$ cat config.mk
export PLATFORM = sky130hd
export DESIGN_NAME = mk_sequencer
export DESIGN_NICKNAME = d
export VERILOG_FILES = /design/src/rtl/mk_seq_pkg.sv /design/src/rtl/mk_next_addr.sv /design/src/rtl/mk_sequencer.sv
export SDC_FILE = /design/constraint.sdc
export NUM_CORES = 1
export LEC_CHECK = 0
export BUFFER_PORTS_ARGS = -buffer_cell sky130_fd_sc_hd__clkbuf_2
export CORE_MARGIN = 2
export CORE_UTILIZATION = 45
export DETAILED_ROUTE_END_ITERATION = 10
export PLACE_DENSITY_LB_ADDON = 0.15
export RECOVER_POWER = 100
export SKIP_LAST_GASP = 1
export SLEW_MARGIN = 10
export SYNTH_ARGS = -nofsm -noshare
export SYNTH_HDL_FRONTEND = slang
export SYNTH_HIERARCHICAL = 1
export SYNTH_SLANG_ARGS = --single-unit
export TNS_END_PERCENT = 50
$ cat constraint.sdc
create_clock -name clock -period 5.1 [get_ports clock]
set_clock_uncertainty 0.15 [all_clocks]
set_input_delay 1.275 -clock clock [delete_from_list [all_inputs] [get_ports clock]]
set_output_delay 1.275 -clock clock [all_outputs]
set_load 0.02 [all_outputs]
$ cat src/rtl/mk_seq_pkg.sv
// Shared types and control-word layout for the microprogram sequencer and its control store.
package mk_seq_pkg;

  typedef enum logic [2:0] {
    StIdle,
    StExec,
    StEval,
    StWait,
    StDone,
    StErr
  } mk_state_t;

  localparam int unsigned COND_NONE = 0;

  // Control-word bit offsets, LSB first, for the default AW=5 / CSW=3 layout.
  localparam int unsigned CW_END_LSB    = 0;
  localparam int unsigned CW_INV_LSB    = 1;
  localparam int unsigned CW_SEL_LSB    = 2;
  localparam int unsigned CW_BRANCH_LSB = 5;
  localparam int unsigned CW_NEXT_LSB   = 10;
  localparam int unsigned CW_WIDTH      = 15;

endpackage

$ cat src/rtl/mk_next_addr.sv
// Combinational branch resolution: picks the branch target or the sequential next address.
module mk_next_addr
  import mk_seq_pkg::*;
#(
  parameter int unsigned AW    = 5,
  parameter int unsigned NCOND = 8,
  parameter int unsigned CSW   = 3
) (
  input  logic [NCOND-1:0] cond,
  input  logic [CSW-1:0]   cond_sel,
  input  logic             cond_inv,
  input  logic [AW-1:0]    mk_next,
  input  logic [AW-1:0]    mk_branch,
  output logic [AW-1:0]    next_addr,
  output logic             take
);

  logic sel_bit;
  logic sel_valid;

  always_comb begin
    sel_bit = 1'b0;
    for (int unsigned k = 0; k < NCOND; k++) begin
      if (32'(cond_sel) == k) sel_bit = cond[k];
    end
    // Selects beyond the implemented flags must not branch even when inverted.
    sel_valid = (32'(cond_sel) != COND_NONE) && (32'(cond_sel) < NCOND);
    take      = sel_valid && (sel_bit ^ cond_inv);
    next_addr = take ? mk_branch : mk_next;
  end

endmodule

$ cat src/rtl/mk_sequencer.sv
// Microprogram sequencer: owns the micro-address, issues one execute strobe per
// micro-instruction, resolves branches, and supports run, single-step, abort and a watchdog.
module mk_sequencer
  import mk_seq_pkg::*;
#(
  parameter int unsigned AW         = 5,
  parameter int unsigned NCOND      = 8,
  parameter int unsigned CSW        = 3,
  parameter int unsigned START_ADDR = 0,
  parameter int unsigned WDOG       = 200,
  parameter int unsigned CNTW       = 8
) (
  input  logic             clock,
  input  logic             reset,
  input  logic             start,
  input  logic             step_mode,
  input  logic             step,
  input  logic             abort,
  input  logic [AW-1:0]    mk_next,
  input  logic [AW-1:0]    mk_branch,
  input  logic [CSW-1:0]   cond_sel,
  input  logic             cond_inv,
  input  logic             end_flag,
  input  logic [NCOND-1:0] cond,
  output logic [AW-1:0]    mk_addr,
  output logic             mk_en,
  output logic             busy,
  output logic             done,
  output logic             err,
  output logic [CNTW-1:0]  uinstr_cnt
);

  mk_state_t     state;
  logic [AW-1:0] next_addr;
  logic          take;

  mk_next_addr #(
    .AW   (AW),
    .NCOND(NCOND),
    .CSW  (CSW)
  ) u_next_addr (
    .cond     (cond),
    .cond_sel (cond_sel),
    .cond_inv (cond_inv),
    .mk_next  (mk_next),
    .mk_branch(mk_branch),
    .next_addr(next_addr),
    .take     (take)
  );

  // mk_en, busy, done and err are registered alongside the state they describe.
  always_ff @(posedge clock) begin
    if (reset) begin
      state      <= StIdle;
      mk_addr    <= AW'(START_ADDR);
      mk_en      <= 1'b0;
      busy       <= 1'b0;
      done       <= 1'b0;
      err        <= 1'b0;
      uinstr_cnt <= '0;
    end else begin
      mk_en <= 1'b0;
      done  <= 1'b0;
      unique case (state)
        StIdle, StErr: begin
          if (start && !abort) begin
            state      <= StExec;
            mk_addr    <= AW'(START_ADDR);
            uinstr_cnt <= '0;
            err        <= 1'b0;
            mk_en      <= 1'b1;
            busy       <= 1'b1;
          end
        end
        StExec: begin
          // The strobe of this cycle is committed, so it is counted even on abort.
          if (uinstr_cnt != {CNTW{1'b1}}) uinstr_cnt <= uinstr_cnt + 1'b1;
          if (abort) begin
            state   <= StIdle;
            mk_addr <= AW'(START_ADDR);
            busy    <= 1'b0;
          end else begin
            state <= StEval;
          end
        end
        StEval: begin
          if (abort) begin
            state   <= StIdle;
            mk_addr <= AW'(START_ADDR);
            busy    <= 1'b0;
          end else if (end_flag) begin
            state <= StDone;
            done  <= 1'b1;
            busy  <= 1'b0;
          end else begin
            mk_addr <= next_addr;
            if (32'(uinstr_cnt) >= WDOG) begin
              state <= StErr;
              err   <= 1'b1;
              busy  <= 1'b0;
            end else if (step_mode) begin
              state <= StWait;
            end else begin
              state <= StExec;
              mk_en <= 1'b1;
            end
          end
        end
        StWait: begin
          if (abort) begin
            state   <= StIdle;
            mk_addr <= AW'(START_ADDR);
            busy    <= 1'b0;
          end else if (step || !step_mode) begin
            state <= StExec;
            mk_en <= 1'b1;
          end
        end
        StDone: state <= StIdle;
        default: begin
          state <= StIdle;
          busy  <= 1'b0;
        end
      endcase
    end
  end

  assert property (@(posedge clock) disable iff (reset) take |-> (next_addr == mk_branch));

endmodule
==> key figures <==
Global route
  – Vias in the first global route: 1,218
  – Largest net degree at the start of global routing: 17
  – Grt total ovfl: 0
  – Initial antenna violation count: 0
  – First-pass GRT wire length: 5264 µm
  – Total track usage: 0.2039

Place
  – Buffers on Ports: 45
  – Routability cong.: 0.7811
  – Post-detail-place hpwl: 2330 µm

Logic synthesis
  – EDFF count, synth: 0
  – Simple-Gate Fraction of Synth Area: 0.2335
  – Async SR Flop Fraction: 0
  – Post-Syn Area: 0.001270 mm²
  – Yosys warns: 6
  – Xor/xnor share of the synthesized area: 0.04138
  – Main combinational cell family by area after synthesis: compound AO/OA/AOI/OAI gates
  – Syn_area_per_cell: 8.758 µm²
  – Synth Area in Compound Gates: 0.2374
  – Multiplexer share of the synthesized area: 0.09852
  – Sequential area share after synthesis: 0.3153
  – Syn nets: 176
  – Cell variety after synth: 51
  – Adder-cell share of the synthesized area: 0.01970
  – Count of state elements after synthesis: 20
  – Prevailing post-synth register cell: dfxtp_1
  – Syn Inst Count: 145

STA
  – Slew HR: 0.5870
  – Fmax: 349.8 MHz
  – Fin crit period: 2.859 ns
  – Period utilization: 0.5606
  – Total negative slack: 0 ns
  – Final setup viols: 0
  – Worst Tran Pin Value: 0.6182 ns
  – Hold_ws: 0.3321 ns
  – Fin. max-slew vios: 0
  – Hold Vio Cnt, Final: 0
  – RSZ-0062 raised after global routing: no

Clocking
  – CTS sink cnt: 20
  – Cts repair resizes: 0
  – TritonCTS clock tree: built
  – Clock Path Buffers: 2
  – Post-CTS setup buffers: 0
  – Clk_lat worst skew: 0.32 ns
  – Post-CTS Hold Buffers: 0
  – CTS Buf Count: 3
  – H-tree depth: 1
  – Clk slew on worst S/H paths: 0.13 ns
  – Root Driver: clkbuf_4

Cells and area
  – Most common cell after layout, fill and taps aside: clkbuf_2
  – Fillers: 273
  – Most frequent cells in the layout: clkbuf_2 (25), dfxtp_1 (20), clkbuf_1 (20)
  – P&R area growth vs syn: 18.42%
  – Fraction of layout cells with a size suffix above 1: 0.1765
  – Fin nets: 219
  – Diodes inserted: 0

Setup path
  – Slowest stage cell, crit path: mux2_1
  – Worst Path Required: 5.17 ns
  – CP startpoint: cond_sel[0]
  – Critical Path AT: 2.93 ns
  – R2R cell count: 4
  – Crit start category: primary input
  – Critical Path, Cell by Cell: clkbuf_1 > mux2i_1 > a22oi_1 > and4_1 > o32a_1 > mux2_1 > o211ai_1 > a21oi_1
  – Critical path peak fanout: 5
  – Crit path kind: in2reg
  – FF-to-FF Start: state[1]$_SDFFE_PP0P_
  – Crit path largest cell delay: 0.37 ns
  – Critical Path Sink Type: flip-flop
  – Reg-to-Reg End: uinstr_cnt[6]$_SDFFE_PP0P_
  – R2R setup slack: 3.12 ns

Worst hold path
  – Hold Crit Depth: 2
  – Worst Hold Class: reg2reg
  – Hold path startpoint: mk_addr[0]$_SDFFE_PP0P_
  – Hold Path Sink: mk_addr[0]$_SDFFE_PP0P_

Die
  – DIE HEIGHT: 57.13 µm
  – Row count: 19
  – Die Area: 0.003263 mm²
  – Die Wd: 57.13 µm
  – Starting Density: 0.4686
  – Core box area: 0.002710 mm²
  – Ports: 46

Pwr
  – Lkg Pwr: 0.5849 nW
  – PD cells: 236.2 mW/mm²
  – Int Pwr: 0.0002647 W
  – Clk network pwr share: 0.387
  – Net Sw Frac: 0.2549
  – Switching power: 0.00009054 W
  – Maximum vdd ir drop: 195.8 µV
  – Reg power frac: 0.456
  – Comb power frac: 0.157

Detailed routing
  – Via total after detailed routing: 1,254
  – Drt total wl: 3054 µm
  – Post-DRT Antenna Nets: 0
  – DRC: 0
  – DRT Pass-1 Iters: 4
  – Drt wl/cell: 14.01 µm
  – Initial DRC Count: 40
  – Vias per cell: 5.752

Run
  – Total of max-cap violations: 0

Status
  – Status: completed
## critical path, delay by kind of cell
kind                   cells  cell delay, ns
and+or+nand+nor            1            0.22
AOI/OAI and AO/OA          4            0.71
buffers and inverters      1            0.24
muxes                      2            0.49
## Yosys cell counts, drive strengths merged (3+ instances only)
cell / instances / area [µm²]
nand2: 5 / 18.77
o211ai: 6 / 45.04
mux2i: 5 / 50.05
dfxtp: 20 / 400.4
nand3: 8 / 40.04
clkbuf: 4 / 15.01
o21ai: 4 / 20.01
nor2b: 5 / 31.28
nor2: 12 / 45.04
a211oi: 3 / 22.52
mux2: 5 / 75.07
a21oi: 9 / 45.04
xor2: 5 / 43.79
nand2b: 3 / 18.77
buf: 3 / 27.52
a31oi: 3 / 18.77
inv: 7 / 26.27
## power by group through the flow
stage | registers [W] | clock network, W | logic [W]
finish | 0.000162 | 0.000138 | 0.0000558
global route | 0.000162 | 0.000144 | 0.0000617
CTS | 0.000162 | 0.000138 | 0.0000603
detailed placement | 0.000165 | 0 | 0.0000602
global placement | 0.000165 | 0 | 0.0000579
floorplan | 0.000166 | 0 | 0.0000425
## per-layer routing
metal / track usage / share of wire / vias to the layer above
li1: - / - / 632
met2: 0.3498 / 0.47 / 43
met1: 0.2521 / 0.45 / 574
met3: 0.03855 / 0.063 / 5
met5: 0 / 0 / -
met4: 0.07973 / 0.016 / 0
## stage by stage
stage            util  area, µm²  cells  power (W)  setup slack (ns)
2_1_floorplan       -       1270    145  0.0002081             2.238
3_3_place_gp   0.5503       1491    214  0.0002230             2.169
3_5_place_dp   0.5503       1491    214  0.0002254             2.083
4_1_cts        0.5697       1544    218  0.0003600             2.440
5_1_grt        0.5549       1504    218  0.0003680             2.086
6_report       0.5549       1504    218  0.0003552             2.241
## flip-flops by register name, summed over array words and instances, names as in the netlist
register / count
uinstr_cnt: 8
mk_addr: 5
state: 3
busy: 1
done: 1
err: 1
mk_en: 1
## kinds of logic (layout without fill, tap and decap cells)
| logic type | Yosys count | count (layout) |
|---|---|---|
| simple gates | 51 | 51 |
| buf+inv | 14 | 56 |
| xor+xnor | 6 | 6 |
| flops | 20 | 20 |
| fa+ha+maj | 2 | 2 |
| compound gates | 42 | 42 |
| mux | 10 | 10 |
## how the worst max path moves through the flow
stage,endpoint,cells past startpoint
finish,mk_addr[0]$_SDFFE_PP0P_,8
global route,mk_addr[3]$_SDFFE_PP0P_,8
detailed placement,mk_addr[4]$_SDFFE_PP0P_,8
floorplan,mk_addr[0]$_SDFFE_PP0P_,9
global placement,mk_addr[3]$_SDFFE_PP0P_,8
CTS,mk_addr[4]$_SDFFE_PP0P_,8
## layout make-up
class,count,area [µm²],share of cell area
flip-flops and latches,20,400.4,0.2662
well taps,31,38.79,0.02579
inverters,7,26.28,0.01747
multi-input cells,111,785.8,0.5225
repair buffers,45,200.2,0.1331
clock inverters,1,30.03,0.01997
clock buffers,3,22.52,0.01498
(Power assumes the default switching activity.)
